--- src/rtl/r2r_sar_adc.sv ---
// R2R-ladder ADC conversion controller: SAR search, plus an optional linear
// ramp search compiled in when the R2R_RAMP_EN macro is defined.
module r2r_sar_adc #(
  parameter int unsigned DATA_WIDTH         = 8,
  parameter int unsigned SETTLE_CYCLES      = 6250,
  parameter int unsigned RAMP_SETTLE_CYCLES = 625
) (
  input  logic                  clk,
  input  logic                  reset,
  input  logic                  enable,
  input  logic                  algorithm_sel,
  input  logic                  comp_in,
  output logic [DATA_WIDTH-1:0] r2r_out,
  output logic [DATA_WIDTH-1:0] sample_out,
  output logic                  sample_valid,
  output logic                  busy
);

  localparam int unsigned MAX_SETTLE = (SETTLE_CYCLES > RAMP_SETTLE_CYCLES) ?
                                       SETTLE_CYCLES : RAMP_SETTLE_CYCLES;
  localparam int unsigned CNT_W      = (MAX_SETTLE > 1) ? $clog2(MAX_SETTLE) : 1;
  localparam int unsigned IDX_W      = (DATA_WIDTH > 1) ? $clog2(DATA_WIDTH) : 1;

  localparam logic [CNT_W-1:0]      SAR_LAST = CNT_W'(SETTLE_CYCLES - 1);
  localparam logic [DATA_WIDTH-1:0] MSB_CODE = {1'b1, {(DATA_WIDTH-1){1'b0}}};
`ifdef R2R_RAMP_EN
  localparam logic [CNT_W-1:0]      RAMP_LAST = CNT_W'(RAMP_SETTLE_CYCLES - 1);
  localparam logic [DATA_WIDTH-1:0] CODE_MAX  = {DATA_WIDTH{1'b1}};
`endif

  typedef enum logic [1:0] {
    IDLE   = 2'd0,
    SETTLE = 2'd1,
    DONE   = 2'd2
  } state_e;

  state_e                  state_q;
  logic [CNT_W-1:0]        cnt_q;
  logic [IDX_W-1:0]        idx_q;
  logic [1:0]              sync_q;
  logic                    comp_s;
  logic                    term_d;
  logic [DATA_WIDTH-1:0]   bit_mask_d;
  logic [DATA_WIDTH-1:0]   sar_kept_d;
`ifdef R2R_RAMP_EN
  logic                    mode_q;
  logic [DATA_WIDTH-1:0]   ramp_res_d;
`else
  logic                    alg_sel_unused;
  assign alg_sel_unused = algorithm_sel;
`endif

  assign comp_s = sync_q[1];

  // Trial decision: current bit kept or cleared, ramp stop code floored at zero
  always_comb begin
    term_d     = (cnt_q == SAR_LAST);
    bit_mask_d = DATA_WIDTH'(1) << idx_q;
    sar_kept_d = comp_s ? r2r_out : (r2r_out & ~bit_mask_d);
`ifdef R2R_RAMP_EN
    ramp_res_d = (r2r_out == '0) ? '0 : (r2r_out - DATA_WIDTH'(1));
    if (mode_q) begin
      term_d = (cnt_q == RAMP_LAST);
    end
`endif
  end

  always_ff @(posedge clk) begin
    if (!reset) begin
      state_q      <= IDLE;
      cnt_q        <= '0;
      idx_q        <= '0;
      sync_q       <= '0;
      r2r_out      <= '0;
      sample_out   <= '0;
      sample_valid <= 1'b0;
      busy         <= 1'b0;
`ifdef R2R_RAMP_EN
      mode_q       <= 1'b0;
`endif
    end else begin
      sync_q       <= {sync_q[0], comp_in};
      sample_valid <= 1'b0;
      case (state_q)
        IDLE: begin
          if (enable) begin
            cnt_q   <= '0;
            idx_q   <= IDX_W'(DATA_WIDTH - 1);
            busy    <= 1'b1;
            state_q <= SETTLE;
`ifdef R2R_RAMP_EN
            mode_q  <= algorithm_sel;
            r2r_out <= algorithm_sel ? '0 : MSB_CODE;
`else
            r2r_out <= MSB_CODE;
`endif
          end
        end

        SETTLE: begin
          if (!term_d) begin
            cnt_q <= cnt_q + CNT_W'(1);
          end else begin
            cnt_q <= '0;
`ifdef R2R_RAMP_EN
            // Ramp: stop one code below the first step the comparator rejects
            if (mode_q) begin
              if (!comp_s) begin
                r2r_out <= ramp_res_d;
                busy    <= 1'b0;
                state_q <= DONE;
              end else if (r2r_out == CODE_MAX) begin
                busy    <= 1'b0;
                state_q <= DONE;
              end else begin
                r2r_out <= r2r_out + DATA_WIDTH'(1);
              end
            end else
`endif
            begin
              if (idx_q == '0) begin
                r2r_out <= sar_kept_d;
                busy    <= 1'b0;
                state_q <= DONE;
              end else begin
                r2r_out <= sar_kept_d | (bit_mask_d >> 1);
                idx_q   <= idx_q - IDX_W'(1);
              end
            end
          end
        end

        DONE: begin
          sample_out   <= r2r_out;
          sample_valid <= 1'b1;
          state_q      <= IDLE;
        end

        default: begin
          state_q <= IDLE;
        end
      endcase
    end
  end

endmodule
--- config.mk ---
export PLATFORM = sky130hd
export DESIGN_NAME = r2r_sar_adc
export DESIGN_NICKNAME = d
export VERILOG_FILES = /design/src/rtl/r2r_sar_adc.sv
export SDC_FILE = /design/constraint.sdc
export NUM_CORES = 1
export LEC_CHECK = 0
export CORE_ASPECT_RATIO = 0.7
export CORE_MARGIN = 1.5
export CORE_UTILIZATION = 50
export CTS_CLUSTER_DIAMETER = 60
export DETAILED_ROUTE_END_ITERATION = 6
export PLACE_DENSITY = 0.73
export SETUP_SLACK_MARGIN = 0.1
export SYNTH_ARGS = -nofsm -noshare
export SYNTH_HDL_FRONTEND = slang
export SYNTH_SLANG_ARGS = --single-unit
--- constraint.sdc ---
create_clock -name clk -period 5.3 [get_ports clk]
set_input_delay 0.53 -clock clk [delete_from_list [all_inputs] [get_ports clk]]
set_output_delay 0.53 -clock clk [all_outputs]
set_load 0.02 [all_outputs]
Yosys cells after proc, flatten, opt, wreduce, memory -nomap -nowiden --
Index checks and enable logic that the tools add are counted.
Word-level totals: bits of input ports 5, bits in registers 38
Cells by class: bitwise gates (word level) 3, add/sub/neg operators 2, multiplexer cells 21, reduce and logical (&&, ||, !) cells 8, shift operators 1, equal/unequal tests 7
Operators with widths (number):
- 8-bit two-way mux | 4
- 13-bit two-way mux | 2
- 13-bit case mux with 2 select lines | 1
- 8-bit case mux with 2 select lines | 1
- 13-bit by 1-bit adder with 13-bit output (second input constant) | 1
- 13-bit == test (second input constant) | 1
- 3-bit two-way mux | 3
- 8-bit AND | 1
- 2-bit != test (second input constant) | 4
- 8-bit inverter | 1
- 8-bit by 7-bit bitwise OR with 8-bit output | 1
- 4-bit AND reduction | 2
- 1-bit by 3-bit left shift with 8-bit output (first input constant) | 1
- 2-bit two-way mux | 3
- 3-bit case mux with 2 select lines | 1
- 3-bit AND reduction | 2
- 1-bit two-way mux | 4
- 2-bit case mux with 2 select lines | 1
- 3-bit zero test | 1
- 3-bit by 1-bit subtractor with 3-bit output (second input constant) | 1
- 2-bit by 1-bit == test with 1-bit output (second input constant) | 1
- 2-bit == test (second input constant) | 1
- 2-bit zero test | 1
- 1-bit case mux with 2 select lines | 1
- other kinds (2) | 2

Longest topological paths before layout --
word-level depth 8, mapped depth 8, mapped depth without buffers 6

Worst setup path after synthesis --
OpenSTA, ideal clock, no wires.
path type reg2reg, start point reg cnt_q[1], end point reg cnt_q[12], stages on the path, launching flop included 9, data required time 5238 ps, buffers on the path 2, setup time 62 ps, path slack 3533 ps, arrival time 1705 ps, period minus slack after synthesis 1767 ps, cells stage by stage dfxtp_1 -> inv_1 -> ha_1 -> and4b_4 -> buf_6 -> and3_1 -> buf_6 -> or4_1 -> nand3_1
Between the ends: cells in the longest elaborated chain, start to end 3
Ends and longest elaborated chain:
- start: declaration | RTL line 38 | logic [CNT_W-1:0] cnt_q;
- start signal: assignment | RTL line 102 | cnt_q <= cnt_q + CNT_W'(1);
- 13-bit by 1-bit adder with 13-bit output / 13-bit == test (equally long branches) | RTL line 102, 57
- 13-bit two-way mux * | RTL line 101 | if (!term_d) begin
- 13-bit case mux with 2 select lines * | RTL line 84 | case (state_q)
Every way passes the cells marked *; elsewhere a longest branch is shown, timed or not. A chain may end at the register's enable or synchronous reset.

Worst setup path after layout --
start point in enable, end point reg r2r_out[2]
Between the ends: cells in the longest elaborated chain, start to end 2
Ends and longest elaborated chain:
- start: declaration | RTL line 10 | input logic enable,
- 2-bit != test (no source line)
- 3-bit AND reduction (no source line)
- end signal: assignment | RTL line 122 | r2r_out <= sar_kept_d;
- end signal: assignment | RTL line 126 | r2r_out <= sar_kept_d | (bit_mask_d >> 1);
- end: declaration | RTL line 13 | output logic [DATA_WIDTH-1:0] r2r_out,
No other way between the ends.

==> key figures <==
Clock tree
  • H-Tree Depth: 2
  • TritonCTS clock tree: yes
  • Clock net sink count: 38
  • CTS Buffer Depth: 2
  • Root Buffer: clkbuf_8
  • # resized after CTS: 0
  • Clock slew at reported path FFs: roughly 0.07 ns
  • Clock latency on the worst-skew pair: around 0.29 ns
  • Hold_buf cts: 0
  • Setup Buffers After CTS: 0
  • Num CTS Buffers: 5

Yosys
  • Primary FF master, synth: dfxtp_1
  • EDFF count, synth: 0
  • Post-synthesis cell type count: between 40 and 50
  • Cells after Synth: ~210
  • Synthesized area per cell: 8.72 sq um
  • Seq cells post-synth: 38
  • Async S/R FF share, synth: 0%
  • Cell Area, Synth: between 1500 and 2000 sq um
  • Synth Net Count: 225
  • Sequential area share after synthesis: between 40% and 50%
  • Yosys Warn Count: 0

Placement
  • Placed cell count: 272
  • Detailed placement HPWL: roughly 2.7 mm
  • I/O Buffers: 21
  • GPL Wtd Cong: roughly 0.85

Critical path
  • Startpoint types: input port
  • Worst endpoint data arrival time: ~2.7 ns
  • Reg-to-reg critical path startpoint: state_q[0]
  • Worst reg2reg path depth: 4
  • CP max FO: 13
  • WS Path Type: in -> reg
  • Worst R2R End: r2r_out[2]
  • Crit. End Element: flop
  • R2r setup slk: 3.12 ns
  • Req. time, crit path: 5.50 ns

Power
  • Switch Pwr: around 130 uW
  • Cell Pwr Density: around 250 nW/um^2
  • Maximum VDD drop: 0.176 mV
  • Comb pwr share: under 10%
  • P_int: ~400 uW
  • Share of power burned in the clock network: between 30% and 40%
  • Reg power frac: 56.1%
  • Sw Share: roughly a quarter
  • Leak Pwr: roughly 0.0007 uW

Finish
  • Non-Filler Instances: 279
  • ANT cells: 0
  • Area Growth Syn to Fin: 15.4%
  • # nets final: 241
  • Final core occ: between 60% and 70%
  • Fillers: between 300 and 400
  • Proportion of layout cells with a drive suffix above 1: 6.55%
  • Area taken by flip-flops and latches: 761 sq um
  • Area of the multi-input gates: 1000 sq um

Timing
  • Final Critical Period: 2.50 ns
  • Clk_skew: 0.00397 ns
  • Setup Viol. Count Final: 0
  • Slew Viols, Final: 0
  • Worst-margin pin slew: 0.908 ns
  • Worst slew margin: about two fifths
  • Post-route setup TNS: 0 ns
  • FMAX: between 300 and 400 MHz
  • Setup repair after global routing missed its margin: false
  • Hold Slack: roughly 0.44 ns
  • Fin. Hold Viols: 0
  • Final Cycle Share: a little under half

Global route
  • Largest net degree at the start of global routing: 24
  • Vias in the first global route: ~1300
  • Initial antenna violation count: 0
  • First-pass GRT wire length: around 6.3 mm
  • Total Routing Usage GR: around a fifth
  • Total grt overflow: 0

Drt
  • Final ANT Viol Nets: 0
  • Detailed Routing Iterations Pass 1: 4
  • Avg WL per Cell: ~14 um
  • Vias: between 1500 and 2000
  • Post-route DRC: 0
  • Detailed Route Iter0 Violations: 84
  • Total wire length: around 3.8 mm
  • Vias per Instance: about 5.5

Floorplanning
  • Num rows: 18
  • Top-Level Pins: 23
  • Core Footprint: 3540 sq um
  • Die X: 75.9 um
  • Initial Util: approximately 53%
  • Die area: 4100 sq um
  • Chip height: around 54 um

Run
  • Max_cap viols: 0

Min path
  • Hold Path Class: reg -> reg
  • Start point of the worst hold path: sync_q[0]
  • Hold Path Cell Cnt: 1
  • Hold endpoint: sync_q[1]

Run status
  • Status: completed
[registers in the layout (all words and copies together), names as in the netlist]
signal and flops:
busy 1, cnt_q 13, idx_q 3, r2r_out 8, sample_out 8, sample_valid 1, state_q 2, sync_q 2
[worst max path at each step]
| stage | startpoint | end | cells after the start |
|---|---|---|---|
| after floorplan | cnt_q[1] | cnt_q[12] | 8 |
| after global placement | enable | r2r_out[6] | 5 |
| after detailed placement | reset | r2r_out[6] | 5 |
| after CTS | reset | r2r_out[6] | 5 |
| after global routing | reset | r2r_out[6] | 5 |
| final | enable | r2r_out[2] | 5 |
[through the flow]
stage | power, uW | area, sq um | setup slack, ns
final | 534 | 2140 | 2.80
after global routing | 555 | 2140 | 2.64
after global placement | 355 | 2070 | 2.57
after detailed placement | 356 | 2070 | 2.56
after floorplan | 340 | 1860 | 3.53
after CTS | 536 | 2140 | 2.84
[cell families (layout without fill, tap and decap cells)]
family | Yosys count | after routing | share of synthesized area (%)
multiplexers | 3 | 3 | 1.68
AND/OR/NAND/NOR | 92 | 92 | 26.1
AO/OA/AOI/OAI | 44 | 44 | 17.5
adder cells (fa/ha/maj) | 7 | 7 | 4.71
XOR/XNOR | 8 | 8 | 3.77
buffers and inverters | 21 | 37 | 5.25
flip-flops | 38 | 38 | 40.9
[power by group through the flow]
stage	Clock, uW	Combinational [uW]	Sequential [uW]
after floorplan	0	35.9	304
after global placement	0	50.2	305
after detailed placement	0	50.0	305
after CTS	187	50.2	299
after global routing	198	56.1	300
final	184	50.9	299
[synthesized netlist by cell type (3+ instances only)]
cell type | number | area share (%)
a21boi_0 | 8 | 3.2
a21oi_1 | 9 | 2.4
a41oi_1 | 3 | 1.4
and2_1 | 3 | 1.0
clkbuf_1 | 7 | 1.4
dfxtp_1 | 38 | 41
ha_1 | 7 | 4.7
inv_1 | 9 | 1.8
nand2_1 | 31 | 6.3
nand2b_1 | 3 | 1.0
nand3_1 | 8 | 2.2
nand4_1 | 8 | 2.7
nor2_1 | 16 | 3.2
nor2b_1 | 3 | 1.0
nor3_1 | 5 | 1.3
o21ai_0 | 4 | 1.1
o221ai_1 | 4 | 1.9
or3_1 | 3 | 1.0
xnor2_1 | 5 | 2.4
xor2_1 | 3 | 1.4
[final cells by class]
cell class / count / area share [%]
inverters: 9 / 1.58
well taps: 50 / 2.92
repair buffers: 21 / 9.81
flip-flops and latches: 38 / 35.5
clock buffers: 7 / 3.56
multi-input cells: 154 / 46.6
[metal layers]
metal | wire (um) | vias to the layer above | global-route usage [%]
met5 | 0 | - | 0
met4 | 44 | 0 | 8.04
met3 | 173 | 5 | 5.81
met2 | 1540 | 28 | 29.1
met1 | 2090 | 714 | 30.2
li1 | - | 784 | -
[layout by cell type (no fill, tap or decap), drive strengths merged, types with 4 or more instances in the layout]
master and count:
nand4 8, a21boi 8, inv 9, clkbuf 7
dfxtp 38, xnor2 5, nand2 31, ha 7
nor3 5, nor2 16, a21oi 9, clkdlybuf4s50 21
nand3 8, o221ai 4, o21ai 4
[critical path, cell delays in order]
cell             delay, ns
clkdlybuf4s50_1       0.44
o21bai_1              0.73
o21ai_0               0.27
or2_1                 0.47
o221ai_1              0.26
No activity file was read; power rests on OpenSTA's default activity.
